--- src/rtl/hazard_pkg.sv ---
// Shared types and configuration helpers for the hazard/forwarding scoreboard.
package hazard_pkg;

  localparam int unsigned TAG_W  = 8;
  localparam int unsigned FWD_RF = 0;

  typedef logic [TAG_W-1:0] tag_t;

  // One in-flight instruction as seen by the shadow pipe.
  typedef struct packed {
    logic valid;
    logic wr;
    logic load;
    tag_t dest;
  } shadow_entry_t;

  // Source operands of the instruction currently in EX (stage 0 only).
  typedef struct packed {
    tag_t rs;
    tag_t rt;
    logic use_rs;
    logic use_rt;
  } ex_src_t;

  function automatic bit cfg_legal(int unsigned reg_aw, int unsigned depth,
                                   int unsigned load_lat);
    return (reg_aw >= 1) && (reg_aw <= TAG_W) && (depth >= load_lat + 2);
  endfunction

  function automatic int unsigned idx_w(int unsigned depth);
    return (depth > 1) ? $clog2(depth) : 1;
  endfunction

endpackage

--- src/rtl/fwd_match.sv ---
// Priority encoder: youngest (lowest index) shadow stage writing the given tag.
module fwd_match
  import hazard_pkg::*;
#(
  parameter int unsigned DEPTH = 3,
  parameter int unsigned IDX_W = idx_w(DEPTH)
) (
  input  tag_t                        tag_i,
  input  shadow_entry_t [DEPTH-1:0]   stages_i,
  output logic                        hit_o,
  output logic [IDX_W-1:0]            idx_o,
  output logic                        is_load_o
);

  // Scan oldest to youngest so the lowest matching index wins.
  always_comb begin
    hit_o     = 1'b0;
    idx_o     = '0;
    is_load_o = 1'b0;
    for (int k = int'(DEPTH) - 1; k >= 0; k--) begin
      if (stages_i[k].valid && stages_i[k].wr &&
          (stages_i[k].dest == tag_i) && (tag_i != '0)) begin
        hit_o     = 1'b1;
        idx_o     = IDX_W'(k);
        is_load_o = stages_i[k].load;
      end
    end
  end

endmodule

--- src/rtl/hazard_fwd_scoreboard.sv ---
// Load-use stall detection and EX operand forwarding driven by a shadow pipe
// of in-flight destination tags.
module hazard_fwd_scoreboard
  import hazard_pkg::*;
#(
  parameter int unsigned REG_AW   = 5,
  parameter int unsigned DEPTH    = 3,
  parameter int unsigned LOAD_LAT = 1,
  parameter int unsigned CNT_W    = 16,
  parameter int unsigned SEL_W    = idx_w(DEPTH)
) (
  input  logic              clk,
  input  logic              rst,
  input  logic              id_valid_i,
  input  logic              id_kill_i,
  input  logic [REG_AW-1:0] id_rs_i,
  input  logic [REG_AW-1:0] id_rt_i,
  input  logic              id_use_rs_i,
  input  logic              id_use_rt_i,
  input  logic [REG_AW-1:0] id_dest_i,
  input  logic              id_wr_i,
  input  logic              id_load_i,
  input  logic              hold_i,
  output logic              pc_write_o,
  output logic              ir_write_o,
  output logic              ex_bubble_o,
  output logic [SEL_W-1:0]  fwd_sel_a_o,
  output logic [SEL_W-1:0]  fwd_sel_b_o,
  output logic              stall_o,
  output logic [CNT_W-1:0]  stall_cnt_o
);

  if (!cfg_legal(REG_AW, DEPTH, LOAD_LAT)) begin : g_cfg_check
    $error("hazard_fwd_scoreboard: illegal REG_AW/DEPTH/LOAD_LAT combination");
  end

  shadow_entry_t [DEPTH-1:0] stages_q, stages_d, fwd_view;
  ex_src_t                   ex_src_q, ex_src_d;
  logic [CNT_W-1:0]          cnt_q, cnt_d;

  logic             fa_hit, fb_hit, srs_hit, srt_hit;
  logic [SEL_W-1:0] fa_idx, fb_idx, srs_idx, srt_idx;
  logic             srs_load, srt_load;
  logic             fa_load_unused, fb_load_unused;
  logic             stall_rs, stall_rt, issue;

  tag_t id_rs_t, id_rt_t, id_dest_t;
  assign id_rs_t   = TAG_W'(id_rs_i);
  assign id_rt_t   = TAG_W'(id_rt_i);
  assign id_dest_t = TAG_W'(id_dest_i);

  // The EX instruction must not forward from itself, so hide stage 0.
  always_comb begin
    fwd_view          = stages_q;
    fwd_view[0].valid = 1'b0;
  end

  fwd_match #(.DEPTH(DEPTH), .IDX_W(SEL_W)) u_fwd_a (
    .tag_i(ex_src_q.rs), .stages_i(fwd_view),
    .hit_o(fa_hit), .idx_o(fa_idx), .is_load_o(fa_load_unused)
  );

  fwd_match #(.DEPTH(DEPTH), .IDX_W(SEL_W)) u_fwd_b (
    .tag_i(ex_src_q.rt), .stages_i(fwd_view),
    .hit_o(fb_hit), .idx_o(fb_idx), .is_load_o(fb_load_unused)
  );

  fwd_match #(.DEPTH(DEPTH), .IDX_W(SEL_W)) u_stall_rs (
    .tag_i(id_rs_t), .stages_i(stages_q),
    .hit_o(srs_hit), .idx_o(srs_idx), .is_load_o(srs_load)
  );

  fwd_match #(.DEPTH(DEPTH), .IDX_W(SEL_W)) u_stall_rt (
    .tag_i(id_rt_t), .stages_i(stages_q),
    .hit_o(srt_hit), .idx_o(srt_idx), .is_load_o(srt_load)
  );

  // A load whose data is not yet forwardable blocks the dependent ID instruction.
  assign stall_rs = id_use_rs_i & srs_hit & srs_load & (32'(srs_idx) < LOAD_LAT);
  assign stall_rt = id_use_rt_i & srt_hit & srt_load & (32'(srt_idx) < LOAD_LAT);
  assign stall_o  = id_valid_i & ~id_kill_i & (stall_rs | stall_rt);
  assign issue    = id_valid_i & ~id_kill_i & ~stall_o;

  assign pc_write_o  = ~(stall_o | hold_i);
  assign ir_write_o  = ~(stall_o | hold_i);
  assign ex_bubble_o = stall_o | id_kill_i | ~id_valid_i;
  assign stall_cnt_o = cnt_q;

  assign fwd_sel_a_o = (stages_q[0].valid && ex_src_q.use_rs && fa_hit) ? fa_idx : SEL_W'(FWD_RF);
  assign fwd_sel_b_o = (stages_q[0].valid && ex_src_q.use_rt && fb_hit) ? fb_idx : SEL_W'(FWD_RF);

  // Shadow pipe advance and saturating stall counter.
  always_comb begin
    stages_d = stages_q;
    ex_src_d = ex_src_q;
    cnt_d    = cnt_q;
    if (!hold_i) begin
      for (int k = int'(DEPTH) - 1; k > 0; k--) begin
        stages_d[k] = stages_q[k-1];
      end
      if (issue) begin
        stages_d[0].valid = 1'b1;
        stages_d[0].wr    = id_wr_i;
        stages_d[0].load  = id_load_i;
        stages_d[0].dest  = id_dest_t;
        ex_src_d.rs       = id_rs_t;
        ex_src_d.rt       = id_rt_t;
        ex_src_d.use_rs   = id_use_rs_i;
        ex_src_d.use_rt   = id_use_rt_i;
      end else begin
        stages_d[0] = '0;
        ex_src_d    = '0;
      end
      if (stall_o && (cnt_q != '1)) begin
        cnt_d = cnt_q + CNT_W'(1);
      end
    end
  end

  always_ff @(posedge clk) begin
    if (rst) begin
      stages_q <= '0;
      ex_src_q <= '0;
      cnt_q    <= '0;
    end else begin
      stages_q <= stages_d;
      ex_src_q <= ex_src_d;
      cnt_q    <= cnt_d;
    end
  end

endmodule

--- config.mk ---
export PLATFORM = sky130hd
export DESIGN_NAME = hazard_fwd_scoreboard
export DESIGN_NICKNAME = d
export VERILOG_FILES = /design/src/rtl/hazard_pkg.sv /design/src/rtl/fwd_match.sv /design/src/rtl/hazard_fwd_scoreboard.sv
export SDC_FILE = /design/constraint.sdc
export NUM_CORES = 1
export LEC_CHECK = 0
export BUFFER_PORTS_ARGS = -buffer_cell sky130_fd_sc_hd__buf_4
export CAP_MARGIN = 30
export CORE_MARGIN = 2
export CORE_UTILIZATION = 44
export CTS_CLUSTER_DIAMETER = 80
export DETAILED_ROUTE_END_ITERATION = 8
export HOLD_SLACK_MARGIN = 0.02
export PLACE_DENSITY = 0.64
export SLEW_MARGIN = 20
export SYNTH_ARGS = -nofsm -noshare
export SYNTH_HDL_FRONTEND = slang
export SYNTH_SLANG_ARGS = --single-unit
--- constraint.sdc ---
create_clock -name clk -period 6.2 [get_ports clk]
set_clock_uncertainty 0.2 [all_clocks]
set_input_delay 0 -clock clk [delete_from_list [all_inputs] [get_ports clk]]
set_output_delay 0 -clock clk [all_outputs]
set_load 0.005 [all_outputs]
==> impl_metrics.ini <==
[final_layout]
n_antenna_cell = 0
nets = 345
drive_above_1_share = 0.218
area_delta_synth_final_pct = 29.0

[floorplan]
die_x_um = 78.2
die_h_um = 78.2
io_pins = 48
rows = 27
dieArea_um2 = 6110
coreArea_um2 = 5410
start_util = 0.448

[global_route]
grt_pass1_vias = 2057
antenna_found_initial = 0
overflow = 0
grt_pass1_wl_mm = 9.29
grt_use_total = 0.191
grt_max_degree = 37

[yosys]
netlist_instances = 254
synth_flop_cell = dfxtp_1
synth_area_per_cell_um2 = 9.53
synth_area_um2 = 2420
yosys_warnings = 0
synthTopCellsByCount = dfxtp_1 (50), nor2_1 (29), xnor2_1 (27), a22o_1 (18), mux2i_1 (15)
synth_cell_types = 39
seq_area_frac_synth = 0.414
post-synth-top-count-cell = dfxtp_1
synth-edff-count = 0
netlist.area_leader.share = 0.414
synth_top_area_cell = dfxtp_1
synth_nets = 279
async_flop_share = 0
synth_area_leaders = dfxtp_1 (41%), xnor2_1 (9.8%), a22o_1 (6.5%)
ys_ff_latch = 50

[sta]
max_freq_ghz = 0.383
max-slew-margin-rel = 0.444
layout_min_cycle_time_ns = 2.61
worst_hold_slack_ns = 0.133
hold_viol = 0
setup_total_negative_slack_ns = 0
drv_slew = 0
setup-violations-final = 0
period_share = 0.421
worst_slew_pin_slew_ns = 0.828
rsz0062_at_grt = false

[worst_setup_path]
r2r-end = stall_cnt_o[5]
path_common_cell = buf_4
cp_data_required_time_ns = 6.25
r2r_start = fwd_view[4]
worst_path_max_delay_cell = nor4_2
cp-end-kind = flip-flop
cpPeakStageDelay_ns = 0.77
ff2ff_path_depth = 6
startpoint = id_rt_i[1]
r2r_slack_ns = 3.65
crit_path_max_fanout = 12
startpoint_type = input pin
cp_cell_sequence = dlygate4sd3_1, buf_4, o41ai_1, a2111oi_4, nor4_2, buf_4, a22o_1
worstPathArrival_ns = 2.66
path_class = in2reg

[power]
ir_drop_mv = 0.0872
cellPowerDensity_nw_per_um2 = 187
power.leakage_uw = 0.00119

[routing]
routed_via_density = 5.27
drt-wirelength-per-cell_um = 14.3
totalWireLength_mm = 5.62
drt_iter0_drc = 68
ant_nets = 0
vias = 2072
drc = 0
dr.pass1.iters = 4

[outcome]
status = completed

[placement]
place_congestion = 0.723
portBuffers = 47
dpl.hpwl_mm = 3.96

[clocking]
cts_buffer_depth = 2
numCtsBuffers = 5
path_clk_slew_ns = 0.09
insertion_delay_ns = 0.30
htreeDepth = 2
tritoncts = built
cts_sinks = 50
root_buffer = clkbuf_8

[hold_path]
hold_path_class = in2reg
worstHoldStart = id_kill_i
hold_end = ex_src_q[4]
holdPathStages = 5

[run]
drv_cap = 0
## critical path, delay by kind of cell
| family | cells | cell delay [ns] |
|---|---|---|
| compound gates | 3 | 0.88 |
| buf+inv | 3 | 1.02 |
| simple gates | 1 | 0.77 |
## cell type report
class                           instances  area, um2
Clock buffer                            7       86.3
Sequential cell                        50       1000
Timing Repair Buffer                   71        588
Clock inverter                          1       5.00
Fill cell                             498       2280
Inverter                                4       15.0
Multi-Input combinational cell        188       1340
Tap cell                               72       90.1
## per-layer routing
metal  wire length (um)  GRT usage  vias up
li1                   -          -     1055
met1               2440      0.212      970
met2               2930      0.361       40
met3                182     0.0356        7
met4                 68     0.0702        0
met5                  0          0        -
## repair_timing
action / CTS / global route
setup buffers: 0 / 0
resized for setup: 0 / 0
hold endpoints to repair: 45 / 0
hold buffers: 22 / 0
## worst max-delay path by stage
stage / cells past startpoint / to
CTS: 7 / fwd_view[3]
finish: 7 / fwd_view[9]
global placement: 6 / stall_cnt_o[5]
global route: 7 / fwd_view[3]
detailed placement: 6 / stall_cnt_o[5]
floorplan: 7 / stall_cnt_o[15]
## flip-flops by register name, indices dropped and copies added, names as in the netlist
register / flops
fwd_view: 21
stall_cnt_o: 16
ex_src_q: 12
stages_q: 1
## power breakdown
part / switching [uW] / internal [uW]
combinational: 25.3 / 33.0
clock: 106 / 90.2
sequential: 5.78 / 325
total: 137 / 448
## cells in the final DEF, fill, tap and decap left out, types with 7 or more instances in the layout
master	instances
nand3_1	11
dfxtp_1	50
nand2_1	7
a22o_1	18
a21oi_1	10
nor2_1	29
dlygate4sd3_1	22
o21ai_0	8
nand4_1	8
mux2i_1	15
buf_4	49
xnor2_1	27
## logic make-up (layout without fill, tap and decap cells)
logic type,count (synthesis),count (layout),share of synthesized area
XOR/XNOR,29,29,0.105
adder cells (fa/ha/maj),1,1,0.00517
multiplexers,19,19,0.0807
AND/OR/NAND/NOR,92,92,0.201
AO/OA/AOI/OAI,47,47,0.158
buffers and inverters,16,83,0.0367
flip-flops,50,50,0.414
## through the flow
step,total power (uW),instance area [um2],cells,utilization,setup WS [ns]
after floorplan,366,2420,254,-,3.98
after global routing,612,3120,393,0.578,3.48
after detailed placement,386,2810,363,0.520,3.67
after global placement,386,2810,363,0.520,3.68
final,585,3120,393,0.578,3.59
after CTS,590,3120,393,0.578,3.58
No activity file was read; power rests on OpenSTA's default activity.
